<file path="config.mk">
export PLATFORM = sky130hd
export DESIGN_NAME = config_rd_arbiter
export DESIGN_NICKNAME = d
export VERILOG_FILES = /design/src/rtl/config_rd_arbiter.sv
export SDC_FILE = /design/constraint.sdc
export NUM_CORES = 1
export LEC_CHECK = 0
export ABC_CLOCK_PERIOD_IN_PS = 1600
export BUFFER_PORTS_ARGS = -buffer_cell sky130_fd_sc_hd__buf_4
export CORE_ASPECT_RATIO = 2
export CORE_UTILIZATION = 30
export CTS_CLUSTER_DIAMETER = 60
export CTS_CLUSTER_SIZE = 14
export DETAILED_ROUTE_END_ITERATION = 8
export PLACE_DENSITY = 0.87
export REMOVE_ABC_BUFFERS = 1
export SLEW_MARGIN = 20
export SYNTH_ARGS = -nofsm -noshare
export SYNTH_HDL_FRONTEND = slang
export SYNTH_SLANG_ARGS = --single-unit
</file>
<file path="constraint.sdc">
create_clock -name clk_i -period 1.6 [get_ports clk_i]
set_input_delay 0.32 -clock clk_i [delete_from_list [all_inputs] [get_ports clk_i]]
set_output_delay 0.32 -clock clk_i [all_outputs]
set_load 0.01 [all_outputs]
</file>
<file path="src/rtl/config_rd_arbiter.sv">
// Round-robin arbiter sharing one config-memory read port among NUM_REQ requesters.
// Issues at most one tagged read per cycle and returns a per-requester data-valid strobe.
module config_rd_arbiter #(
    parameter int NUM_REQ = 4,
    parameter int ADDR_W  = 8,
    parameter int DATA_W  = 66
) (
    input  logic                      clk_i,
    input  logic                      rst_i,
    input  logic [NUM_REQ-1:0]        req_i,
    input  logic [NUM_REQ*ADDR_W-1:0] addr_i,
    input  logic                      pause_i,
    output logic [NUM_REQ-1:0]        gnt_o,
    output logic [NUM_REQ-1:0]        rvld_o,
    output logic [DATA_W-1:0]         rdata_o,
    output logic                      mem_rdEn_o,
    output logic [ADDR_W-1:0]         mem_addr_o,
    input  logic [DATA_W-1:0]         mem_rdata_i,
    output logic                      busy_o
);

    localparam int PTR_W = (NUM_REQ > 1) ? $clog2(NUM_REQ) : 1;
    localparam logic [NUM_REQ-1:0] ONE_HOT0 = {{(NUM_REQ-1){1'b0}}, 1'b1};

    logic [NUM_REQ-1:0] gnt_r;
    logic [NUM_REQ-1:0] rvld_r;
    logic               rden_r;
    logic [ADDR_W-1:0]  maddr_r;
    logic               busy_r;
    logic [PTR_W-1:0]   rr_ptr_r;

    logic [NUM_REQ-1:0] elig_s;
    logic               found_s;
    logic               grant_s;
    logic [PTR_W-1:0]   winner_s;
    logic [PTR_W-1:0]   rr_nxt_s;
    logic [PTR_W:0]     sum_s;
    logic [PTR_W-1:0]   cand_s;
    logic [ADDR_W-1:0]  addr_arr_s [NUM_REQ];

    for (genvar k = 0; k < NUM_REQ; k++) begin : g_addr
        assign addr_arr_s[k] = addr_i[k*ADDR_W +: ADDR_W];
    end

    // A requester holding a grant this cycle is masked so its still-high req is not re-granted.
    assign elig_s = req_i & ~gnt_r;

    // Round-robin search: first eligible index at or above rr_ptr, wrapping.
    always_comb begin
        found_s  = 1'b0;
        winner_s = '0;
        sum_s    = '0;
        cand_s   = '0;
        for (int i = 0; i < NUM_REQ; i++) begin
            sum_s = {1'b0, rr_ptr_r} + (PTR_W+1)'(i);
            if (sum_s >= (PTR_W+1)'(NUM_REQ)) begin
                sum_s = sum_s - (PTR_W+1)'(NUM_REQ);
            end else begin
                sum_s = sum_s;
            end
            cand_s = sum_s[PTR_W-1:0];
            if (!found_s && elig_s[cand_s]) begin
                found_s  = 1'b1;
                winner_s = cand_s;
            end else begin
                found_s  = found_s;
                winner_s = winner_s;
            end
        end
    end

    // Pointer advance and grant qualification.
    always_comb begin
        grant_s = found_s & ~pause_i;
        if (winner_s == PTR_W'(NUM_REQ-1)) begin
            rr_nxt_s = '0;
        end else begin
            rr_nxt_s = winner_s + 1'b1;
        end
    end

    // Grant, memory request and return-strobe registers.
    always_ff @(posedge clk_i or posedge rst_i) begin
        if (rst_i) begin
            gnt_r    <= '0;
            rvld_r   <= '0;
            rden_r   <= 1'b0;
            maddr_r  <= '0;
            busy_r   <= 1'b0;
            rr_ptr_r <= '0;
        end else begin
            rvld_r <= gnt_r;
            busy_r <= grant_s | (|gnt_r);
            if (grant_s) begin
                gnt_r    <= ONE_HOT0 << winner_s;
                rden_r   <= 1'b1;
                maddr_r  <= addr_arr_s[winner_s];
                rr_ptr_r <= rr_nxt_s;
            end else begin
                gnt_r    <= '0;
                rden_r   <= 1'b0;
            end
        end
    end

    assign gnt_o      = gnt_r;
    assign rvld_o     = rvld_r;
    assign mem_rdEn_o = rden_r;
    assign mem_addr_o = maddr_r;
    assign busy_o     = busy_r;
    assign rdata_o    = mem_rdata_i;

endmodule

</file>
==> flow_summary_export.csv, run 1 <==
group,metric,value,unit
outcome,run_status,"finished, violations left",
outcome,violated_checks,"setup timing",
clock_network,cts-root-to-sink-buffers,2,
clock_network,clkTransAtPathRegs,0.08,ns
synthesis,synth_compound_gate_area_share,0.143,
synthesis,syn_avg_cell_area,9.34,µm²
critical_path,critical_path_startpoint_category,"register",
critical_path,worstPathMaxFanout,6,
timing,count_of_final_max_slew_check_failures,0,
timing,min_period,1.83,ns
critical_path,endpoint_kind,"register",
clock_network,numClockSinks,20,
critical_path,rrSetupSlack,-0.23,ns
run,cap_viol_max_count,0,
clock_network,ctsHoldBuffers,0,
cells_and_area,flow.area_growth_from_synthesis,43.5,%
critical_path,timing.critical_path.arrival,1.98,ns
placed_design,place_hpwl,9150,µm
route,route.detailed.drc,0,
synthesis,post_synth_xor_area_fraction,0,
synthesis,synth_area_leaders,"sky130_fd_sc_hd__dfrtp_1 (32%), sky130_fd_sc_hd__buf_4 (32%), sky130_fd_sc_hd__mux2i_1 (5.1%)",
synthesis,ys_seq_area_frac,0.321,
timing,setup_repair_after_global_routing_missed_its_margin,"yes",
critical_path,worst_r2r_path_depth,7,
clock_network,cts_root_buf,"sky130_fd_sc_hd__clkbuf_8",
synthesis,ys.warnings.count,0,
die,die-width,53.0,µm
synthesis,netlist.top_cell.by_area,"sky130_fd_sc_hd__dfrtp_1",
synthesis,share_of_synthesized_area_spent_on_multiplexers,0.0513,
critical_path,timing.critical_path.required,1.74,ns
clock_network,ctsHtreeMaxLevel,1,
global_route,grt.total_usage,0.395,
pwr,powerDensity,1710,nW/µm²
cells_and_area,count_of_antenna_diodes_in_the_layout,0,
synthesis,number_of_synthesized_flops_with_an_enable_pin,0,
placed_design,io_buffer_count,56,
global_route,grt_max_degree,21,
hold_path,worst_hold_path_type,"in2async",
timing,final_clock_skew,0.00177,ns
route,antenna_left,0,
synthesis,synthesized_instance_count,167,
die,die-area,5510,µm²
critical_path,timing_worst_setup_path_type,"reg2reg",
cells_and_area,share_of_cells_above_drive_strength_1,0.716,
clock_network,cts_tree,"yes",
route,vias_per_cell,5.54,
global_route,wire_length_of_the_first_global_routing_pass,13200,µm
global_route,grt.overflow.total,0,
die,floorplan.io_pins,189,
synthesis,synthDistinctLibCells,33,
timing,timing.final.crit_share,1.15,
timing,timing.fmax,545,MHz
timing,holdWs,0.0817,ns
clock_network,numCtsBuffers,3,
die,die_height,104,µm
route,vias,1406,
pwr,design_power_total,3.82,mW
timing,tightestPinTransition,0.315,ns
timing,setup-violations-final,14,
timing,max_slew_margin,0.789,
route,dr.pass1.iters,4,
timing,final_critical_path_setup_slack,-0.235,ns
die,std_cell_rows,36,
synthesis,post_synthesis_simple_gate_area_fraction,0.127,
synthesis,combinational_family_with_the_most_area_after_synthesis,"buffers and inverters",
route,drt_wl_total,11000,µm
die,initial_utilization,0.315,
pwr,peakVddDrop,1.07,mV
synthesis,netlist.area_leader.share,0.321,
timing,final-hold-violation-count,0,
synthesis,yosys.cell_count.top_type,"sky130_fd_sc_hd__buf_4",
global_route,first_global_vias,1430,
critical_path,critical_path.reg2reg.startpoint,"gnt_o[0]$_DFF_PP0_",
synthesis,post_synthesis_adder_cell_area_fraction,0.00802,
synthesis,post_synth_arst_share,1.00,
route,detail_route.iter0.violations,30,
route,wl_per_cell,43.2,µm
cells_and_area,finish.net_count,304,
critical_path,regToRegEndpoint,"mem_addr_o[0]$_DFFE_PP0P_",
clock_network,clock_insertion_delay_worst_skew,0.27,ns
synthesis,netlist_area,1560,µm²
die,core_area,4950,µm²
synthesis,synth_common_cells,"sky130_fd_sc_hd__buf_4 (66), sky130_fd_sc_hd__dfrtp_1 (20), sky130_fd_sc_hd__nor2_1 (11)",
synthesis,ys_dominant_reg_cell,"sky130_fd_sc_hd__dfrtp_1",
global_route,grt_antenna_before_repair,0,
pwr,leakagePower,1.05,nW
placed_design,globalplace.congestion,0.930,
synthesis,postSynthRegisterBits,20,
==> per-stage QoR <==
stage	TNS (ns)	cells	cell area, µm²	setup slack, ns	util
floorplan	-2.26	96	1040	-0.259	-
global placement	-3.09	243	1780	-0.409	0.360
detailed placement	-3.07	243	1780	-0.414	0.360
CTS	-1.74	252	2120	-0.200	0.428
global route	-3.25	254	2240	-0.286	0.452
finish	-2.47	254	2240	-0.235	0.452
==> report_power, final <==
group / internal (mW) / switching (mW) / total, mW
clock: 0.334 / 0.188 / 0.522
sequential: 0.696 / 0.123 / 0.820
combinational: 1.35 / 1.13 / 2.48
total: 2.38 / 1.44 / 3.82
==> worst max-delay path: stages (launching register included) <==
cell	delay (ns)
sky130_fd_sc_hd__dfrtp_1	0.43
sky130_fd_sc_hd__buf_6	0.12
sky130_fd_sc_hd__nand2b_4	0.12
sky130_fd_sc_hd__o211ai_1	0.12
sky130_fd_sc_hd__a21o_2	0.31
sky130_fd_sc_hd__buf_8	0.17
sky130_fd_sc_hd__a2111oi_4	0.36
sky130_fd_sc_hd__a211oi_2	0.07
==> state kept, by name, indices dropped and copies added, names as in the netlist <==
name	cells
busy_o	1
gnt_o	4
mem_addr_o	8
mem_rdEn_o	1
rr_ptr_r	2
rvld_o	4
==> worst max-delay path by stage <==
stage,end,start,cells after the start
6_report,mem_addr_o[0]$_DFFE_PP0P_,gnt_o[0]$_DFF_PP0_,7
5_1_grt,mem_addr_o[6]$_DFFE_PP0P_,rr_ptr_r[0]$_DFFE_PP0P_,6
4_1_cts,mem_addr_o[0]$_DFFE_PP0P_,gnt_o[0]$_DFF_PP0_,7
3_5_place_dp,mem_addr_o[6]$_DFFE_PP0P_,req_i[1],7
3_3_place_gp,mem_addr_o[6]$_DFFE_PP0P_,gnt_o[0]$_DFF_PP0_,7
2_1_floorplan,mem_addr_o[0]$_DFFE_PP0P_,gnt_o[2]$_DFF_PP0_,5
==> cells by family (layout without fill, tap and decap cells) <==
family                   after synthesis  after routing
adder cells (fa/ha/maj)                1              1
multiplexers                           8              8
flip-flops                            20             20
buffers and inverters                 77            107
AO/OA/AOI/OAI                         25             25
AND/OR/NAND/NOR                       36             36
==> cell usage in the layout, fill, tap and decap left out, types with 2 or more instances in the layout <==
cell type / count
sky130_fd_sc_hd__buf_6: 13
sky130_fd_sc_hd__a2111oi_4: 7
sky130_fd_sc_hd__buf_4: 82
sky130_fd_sc_hd__a211oi_2: 6
sky130_fd_sc_hd__and3_4: 6
sky130_fd_sc_hd__and2_4: 2
sky130_fd_sc_hd__nand2_1: 3
sky130_fd_sc_hd__a211oi_1: 3
sky130_fd_sc_hd__inv_1: 4
sky130_fd_sc_hd__nand2_4: 2
sky130_fd_sc_hd__dfrtp_1: 20
sky130_fd_sc_hd__nor2_1: 10
sky130_fd_sc_hd__clkbuf_8: 3
sky130_fd_sc_hd__mux2i_1: 7
sky130_fd_sc_hd__nand2b_4: 2
==> timing repair <==
item                                    CTS  global route
setup buffers                             5             2
endpoints found under the setup margin   13            14
pin swaps                                21            17
gates resized for setup                  47            25
==> metal layers <==
metal | track usage | up-vias | wire length, µm
met5 | 0 | - | 0
met4 | 0.536 | 0 | 1980
met3 | 0.273 | 69 | 1840
met2 | 0.653 | 144 | 5420
met1 | 0.177 | 627 | 1740
li1 | - | 566 | -
==> final cells by class <==
type	instances	area [µm²]
fillers	462	2720
repair buffers	97	797
multi-input cells	70	773
flip-flops and latches	20	500
well taps	57	71.3
clock buffers	3	41.3
clock inverters	1	30.0
inverters	6	25.0
Note: power is estimated with default switching activity, not from simulation.
==> run 2, diff against run 1 <==
--- a/config.mk
+++ b/config.mk
@@ -14,6 +14,7 @@
 export DETAILED_ROUTE_END_ITERATION = 8
 export PLACE_DENSITY = 0.87
 export REMOVE_ABC_BUFFERS = 1
+export SKIP_CTS_REPAIR_TIMING = 1
 export SLEW_MARGIN = 20
 export SYNTH_ARGS = -nofsm -noshare
 export SYNTH_HDL_FRONTEND = slang
==> run 2 against run 1 <==
Against the previous run:
- the flow still finishes with violations (setup timing)
- first-iteration DRC count is 40% higher
- count of clock-buffer cells in the layout is the same
- register-to-register slack worse by 0.02 ns
- non-clock buffer count decreased by 2
- via count decreased by 4.9%
- utilization decreased by 3.0 points
- global-route usage shrank 1.6 points
- cell count down 0.79%
==> flow_summary_export.csv, run 2 (synthesis results as in run 1) <==
group,metric,value,unit
timing,min_period,1.86,ns
cells_and_area,leading_cell_types_in_the_layout_fill_and_taps_excluded,"sky130_fd_sc_hd__buf_4 (91), sky130_fd_sc_hd__dfrtp_1 (20), sky130_fd_sc_hd__nor2_1 (11)",
global_route,grt.total_usage,0.380,
cells_and_area,flow.area_growth_from_synthesis,34.1,%
timing,count_of_final_max_slew_check_failures,0,
timing,setup_repair_after_global_routing_missed_its_margin,"yes",
route,dr.pass1.iters,4,
route,vias,1337,
global_route,wire_length_of_the_first_global_routing_pass,12500,µm
timing,max_slew_margin,0.726,
cells_and_area,share_of_cells_above_drive_strength_1,0.646,
clock_network,cts_root_buf,"sky130_fd_sc_hd__clkbuf_8",
cells_and_area,utilization,0.422,
route,route.detailed.drc,0,
critical_path,timing.critical_path.required,1.78,ns
global_route,grt_max_degree,21,
timing,final_critical_path_setup_slack,-0.257,ns
timing,timing.final.crit_share,1.16,
die,floorplan.io_pins,189,
outcome,run_status,"finished, violations left",
global_route,first_global_vias,1331,
pwr,powerDensity,1650,nW/µm²
clock_network,ctsHtreeMaxLevel,1,
pwr,leakagePower,1.02,nW
timing,tightestPinTransition,0.408,ns
timing,holdWs,0.0764,ns
critical_path,worstPathMaxFanout,6,
route,detail_route.iter0.violations,42,
route,vias_per_cell,5.31,
cells_and_area,finish.net_count,302,
die,die-area,5510,µm²
die,die_height,104,µm
global_route,grt_antenna_before_repair,0,
route,antenna_left,0,
critical_path,timing.critical_path.arrival,2.04,ns
cells_and_area,count_of_antenna_diodes_in_the_layout,0,
placed_design,io_buffer_count,56,
clock_network,numClockSinks,20,
die,die-width,53.0,µm
critical_path,critical_path_startpoint_category,"register",
clock_network,clock_insertion_delay_worst_skew,0.27,ns
cells_and_area,largest_register_ffs,8,
placed_design,globalplace.congestion,0.930,
placed_design,place_hpwl,9150,µm
critical_path,timing_worst_setup_path_type,"reg2reg",
critical_path,endpoint_kind,"register",
route,wl_per_cell,41.4,µm
cells_and_area,nFillCells,492,
timing,setup-violations-final,14,
timing,final_clock_skew,0.00408,ns
global_route,grt.overflow.total,0,
run,cap_viol_max_count,0,
cells_and_area,final_common_cell,"sky130_fd_sc_hd__buf_4",
hold_path,worst_hold_path_type,"in2async",
route,drt_wl_total,10400,µm
timing,final-hold-violation-count,0,
clock_network,cts_tree,"yes",
critical_path,critical_path.reg2reg.startpoint,"gnt_o[2]$_DFF_PP0_",
timing,timing.fmax,538,MHz
pwr,peakVddDrop,0.964,mV
clock_network,cts-root-to-sink-buffers,2,
die,initial_utilization,0.315,
outcome,violated_checks,"setup timing",
clock_network,numCtsBuffers,3,
critical_path,setup.worst_path.start,"gnt_o[2]$_DFF_PP0_",
die,std_cell_rows,36,
die,core_area,4950,µm²
clock_network,clkTransAtPathRegs,0.08,ns
-- run 2: cell count changes in the layout (fill, tap and decap cells not counted), moves of 2 or more --
cell / previous run / this run
sky130_fd_sc_hd__buf_4: 82 / 91
sky130_fd_sc_hd__buf_6: 13 / 3
sky130_fd_sc_hd__and3_4: 6 / 1
sky130_fd_sc_hd__nand2_1: 3 / 5
sky130_fd_sc_hd__and2_1: 0 / 2
sky130_fd_sc_hd__and3_1: 1 / 6
sky130_fd_sc_hd__and2_4: 2 / 0
-- run 2: worst paths after layout --
kind / end / slack [ns] / cells past startpoint
max: mem_addr_o[3]$_DFFE_PP0P_ / -0.26 / 6
min: mem_addr_o[4]$_DFFE_PP0P_ / 0.08 / 3
max reg2reg: mem_addr_o[3]$_DFFE_PP0P_ / -0.26 / 6
min reg2reg: rvld_o[2]$_DFF_PP0_ / 0.53 / 1
max in group asynchronous: rvld_o[0]$_DFF_PP0_ / 1.31 / 3
min in group clk_i: mem_addr_o[2]$_DFFE_PP0P_ / 0.40 / 3
-- run 2: routing by layer --
layer / GRT usage / part of all wire / wire length [µm] / up-vias
li1: - / - / - / 561
met1: 0.165 / 0.15 / 1600 / 581
met2: 0.675 / 0.52 / 5460 / 141
met3: 0.279 / 0.18 / 1890 / 54
met4: 0.404 / 0.14 / 1480 / 0
met5: 0 / 0 / 0 / -
-- run 2: area by class of cell --
class / count / area (µm²) / share of cell area
tap: 57 / 71.3 / 0.0341
timing repair buffer: 95 / 732 / 0.350
clock buffer: 3 / 41.3 / 0.0197
multi-input combinational: 70 / 694 / 0.332
sequential: 20 / 500 / 0.239
inverter: 6 / 22.5 / 0.0108
clock inverter: 1 / 30.0 / 0.0144
-- run 2: power breakdown --
part / switching [mW] / internal [mW] / leakage, nW
sequential: 0.120 / 0.696 / 0.243
combinational: 0.973 / 1.14 / 0.739
clock: 0.190 / 0.335 / 0.0357
-- run 2: worst max-delay path: stages, from the launching register on --
cell                        delay (ns)
sky130_fd_sc_hd__dfrtp_1          0.40
sky130_fd_sc_hd__or3b_4           0.42
sky130_fd_sc_hd__o211ai_1         0.14
sky130_fd_sc_hd__a21o_1           0.28
sky130_fd_sc_hd__buf_4            0.24
sky130_fd_sc_hd__a2111oi_4        0.07
sky130_fd_sc_hd__a211oi_1         0.21
-- run 2: metrics by stage --
step / area, µm² / total power, mW / setup slack, ns / setup TNS [ns] / std cells
2_1_floorplan: 1040 / 1.48 / -0.259 / -2.26 / 96
3_3_place_gp: 1780 / 2.42 / -0.409 / -3.09 / 243
3_5_place_dp: 1780 / 2.44 / -0.414 / -3.07 / 243
4_1_cts: 1850 / 2.96 / -0.409 / -3.15 / 247
5_1_grt: 2090 / 3.61 / -0.293 / -3.39 / 252
6_report: 2090 / 3.46 / -0.257 / -2.90 / 252
==> run 3, diff against run 2 <==
--- a/config.mk
+++ b/config.mk
@@ -5,14 +5,16 @@
 export SDC_FILE = /design/constraint.sdc
 export NUM_CORES = 1
 export LEC_CHECK = 0
+export ABC_AREA = 1
 export ABC_CLOCK_PERIOD_IN_PS = 1600
 export BUFFER_PORTS_ARGS = -buffer_cell sky130_fd_sc_hd__buf_4
 export CORE_ASPECT_RATIO = 2
-export CORE_UTILIZATION = 30
+export CORE_UTILIZATION = 33
 export CTS_CLUSTER_DIAMETER = 60
-export CTS_CLUSTER_SIZE = 14
+export CTS_CLUSTER_SIZE = 16
 export DETAILED_ROUTE_END_ITERATION = 8
-export PLACE_DENSITY = 0.87
+export GPL_TIMING_DRIVEN = 0
+export PLACE_DENSITY = 0.86
 export REMOVE_ABC_BUFFERS = 1
 export SKIP_CTS_REPAIR_TIMING = 1
 export SLEW_MARGIN = 20
==> run 3 against run 2 <==
Against the previous run:
- the flow still finishes with violations (setup timing)
- setup slack got worse by 0.17 ns
- total power up 110%
- combinational power grew to 2.7 times the previous value
- clock skew grew 0.0022 ns
- worst hold slack gained 0.13 ns
- critical path depth rose by 6
- via count grew 46%
- design area increased by 25%
==> flow_summary_export.csv, run 3 <==
group,metric,value,unit
synthesis,synthesized_instance_count,261,
hold_path,worst_hold_path_type,"in2async",
synthesis,netlist_area,1960,µm²
timing,final-hold-violation-count,0,
cells_and_area,largest_register_ffs,8,
clock_network,cts_root_buf,"sky130_fd_sc_hd__clkbuf_16",
synthesis,number_of_synthesized_flops_with_an_enable_pin,0,
global_route,grt_max_degree,21,
synthesis,ys_dominant_reg_cell,"sky130_fd_sc_hd__dfrtp_1",
synthesis,yosys.cell_count.top_type,"sky130_fd_sc_hd__nand2_1",
clock_network,cts_tree,"yes",
die,floorplan.io_pins,189,
die,std_cell_rows,39,
clock_network,clock_insertion_delay_worst_skew,0.26,ns
die,die-width,56.4,µm
critical_path,critical_path_startpoint_category,"register",
pwr,powerDensity,2740,nW/µm²
outcome,violated_checks,"setup timing",
global_route,first_global_vias,1607,
synthesis,synth_area_leaders,"sky130_fd_sc_hd__dfrtp_1 (26%), sky130_fd_sc_hd__buf_4 (25%), sky130_fd_sc_hd__nand2_1 (14%)",
route,antenna_left,0,
critical_path,timing_worst_setup_path_type,"reg2reg",
cells_and_area,leading_cell_types_in_the_layout_fill_and_taps_excluded,"sky130_fd_sc_hd__buf_4 (88), sky130_fd_sc_hd__nand2_1 (62), sky130_fd_sc_hd__nand3_1 (18), sky130_fd_sc_hd__dfrtp_1 (18)",
timing,timing.final.crit_share,1.26,
timing,tightestPinTransition,0.761,ns
critical_path,timing.critical_path.required,1.74,ns
clock_network,ctsHtreeMaxLevel,1,
cells_and_area,finish.net_count,399,
clock_network,numCtsBuffers,3,
placed_design,io_buffer_count,56,
cells_and_area,final_common_cell,"sky130_fd_sc_hd__buf_4",
synthesis,post_synth_arst_share,1.00,
synthesis,postSynthRegisterBits,20,
die,initial_utilization,0.343,
timing,final_clock_skew,0.00632,ns
global_route,grt.total_usage,0.347,
clock_network,numClockSinks,20,
cells_and_area,nFillCells,536,
timing,final_critical_path_setup_slack,-0.422,ns
global_route,groute.layer.met2.usage,0.607,
synthesis,netlist.area_leader.share,0.256,
timing,setup_repair_after_global_routing_missed_its_margin,"yes",
pwr,design_power_total,7.20,mW
route,dr.pass1.iters,4,
critical_path,worstPathMaxFanout,7,
clock_network,clkTransAtPathRegs,0.06,ns
global_route,gr-max-usage-layer,"met2",
critical_path,endpoint_kind,"register",
route,drt_wl_total,12100,µm
global_route,wire_length_of_the_first_global_routing_pass,14000,µm
synthesis,ys.warnings.count,0,
critical_path,setup.worst_path.start,"rr_ptr_r[0]$_DFFE_PP0P_",
timing,min_period,2.02,ns
timing,final.setup.tns,-5.08,ns
synthesis,synth_common_cells,"sky130_fd_sc_hd__nand2_1 (74), sky130_fd_sc_hd__buf_4 (66), sky130_fd_sc_hd__nand3_1 (25)",
cells_and_area,flow.area_growth_from_synthesis,34.2,%
synthesis,syn_avg_cell_area,7.49,µm²
route,vias,1950,
critical_path,timing.critical_path.arrival,2.17,ns
outcome,run_status,"finished, violations left",
clock_network,cts-root-to-sink-buffers,2,
placed_design,place_hpwl,9360,µm
timing,timing.fmax,494,MHz
placed_design,dpl_worst_slack,-0.810,ns
timing,max_slew_margin,0.492,
pwr,peakVddDrop,1.76,mV
global_route,grt.overflow.total,0,
critical_path,critical_path.reg2reg.startpoint,"rr_ptr_r[0]$_DFFE_PP0P_",
synthesis,netlist.top_cell.by_area,"sky130_fd_sc_hd__dfrtp_1",
global_route,grt_antenna_before_repair,0,
timing,count_of_final_max_slew_check_failures,0,
synthesis,synthDistinctLibCells,26,
route,route.detailed.drc,0,
timing,setup-violations-final,16,
route,detail_route.iter0.violations,115,
run,cap_viol_max_count,0,
cells_and_area,count_of_antenna_diodes_in_the_layout,0,
die,core_area,5710,µm²
route,vias_per_cell,5.52,
synthesis,ys_seq_area_frac,0.256,
global_route,grt.met1_usage,0.159,
cells_and_area,share_of_cells_above_drive_strength_1,0.568,
pwr,leakagePower,1.37,nW
die,die_height,111,µm
die,die-area,6260,µm²
placed_design,globalplace.congestion,0.866,
route,wl_per_cell,34.4,µm
global_route,global_route.usage.met3,0.230,
## run 3: cell types whose count changed after synthesis, sizes merged, moves of 7 or more
| cell | before | now |
|---|---|---|
| a211oi | 9 | 0 |
| inv | 6 | 22 |
| nand3b | 0 | 8 |
| and3 | 7 | 0 |
| nand2 | 6 | 89 |
| a2111oi | 7 | 0 |
| nor2 | 11 | 4 |
| nand3 | 0 | 35 |
| mux2i | 8 | 0 |
## run 3: kinds of logic (layout without fill, tap and decap cells)
logic type                 after synthesis  count (layout)  synth area share
AOI/OAI and AO/OA                        4               4            0.0179
adders and majority gates                1               1           0.00640
buffers and inverters                   95             122             0.334
DFF                                     20              20             0.256
and+or+nand+nor                        141             145             0.386
## run 3: worst max-delay path, cell delays in order (launching register included)
cell	delay [ns]
sky130_fd_sc_hd__dfrtp_2	0.44
sky130_fd_sc_hd__clkinv_4	0.16
sky130_fd_sc_hd__nand3_4	0.15
sky130_fd_sc_hd__nand2_4	0.07
sky130_fd_sc_hd__nand2_4	0.07
sky130_fd_sc_hd__nand2_4	0.06
sky130_fd_sc_hd__a21oi_4	0.22
sky130_fd_sc_hd__nand2_8	0.12
sky130_fd_sc_hd__nand2_8	0.13
sky130_fd_sc_hd__inv_2	0.04
sky130_fd_sc_hd__ha_1	0.28
sky130_fd_sc_hd__nand2_1	0.08
sky130_fd_sc_hd__o21ai_1	0.06
## run 3: area by class of cell
| type | count | area (µm²) | share of cell area |
|---|---|---|---|
| sequential | 20 | 503 | 0.192 |
| timing repair buffer | 96 | 768 | 0.293 |
| clock buffer | 4 | 88.8 | 0.0339 |
| multi-input combinational | 150 | 1090 | 0.415 |
| inverter | 22 | 98.8 | 0.0377 |
| tap | 61 | 76.3 | 0.0291 |
## run 3: power breakdown
part           leakage (nW)  switching, mW  internal (mW)  total (mW)
Clock                0.0442          0.192          0.381       0.573
Sequential            0.252          0.199          0.744       0.943
Combinational          1.08           3.18           2.50        5.68
Total                  1.37           3.57           3.63        7.20
## run 3: per-stage QoR
stage / hold slack, ns / instances / utilization / area [µm²]
CTS: 0.227 / 309 / 0.346 / 1980
global placement: 0.424 / 305 / 0.330 / 1890
floorplan: 0.284 / 188 / - / 1390
global route: 0.275 / 353 / 0.460 / 2620
detailed placement: 0.415 / 305 / 0.330 / 1890
finish: 0.203 / 353 / 0.460 / 2620
## run 3: path summary, 6_finish.rpt
path                                           endpoint  slack (ns)  cells after the start
worst max-delay path            rr_ptr_r[1]$_DFFE_PP0P_       -0.42                     12
worst min register to register      rvld_o[0]$_DFF_PP0_        0.42                      0
min in group clk_i              rr_ptr_r[1]$_DFFE_PP0P_        0.38                      4
max in group asynchronous       rr_ptr_r[0]$_DFFE_PP0P_        0.87                      2
worst max register to register  rr_ptr_r[1]$_DFFE_PP0P_       -0.42                     12
worst min-delay path                rvld_o[2]$_DFF_PP0_        0.20                      2
## run 3: layer usage
layer,vias up,wire length [µm]
met5,-,0
li1,822,-
met4,0,1850
met3,75,1810
met2,185,6390
met1,868,2090
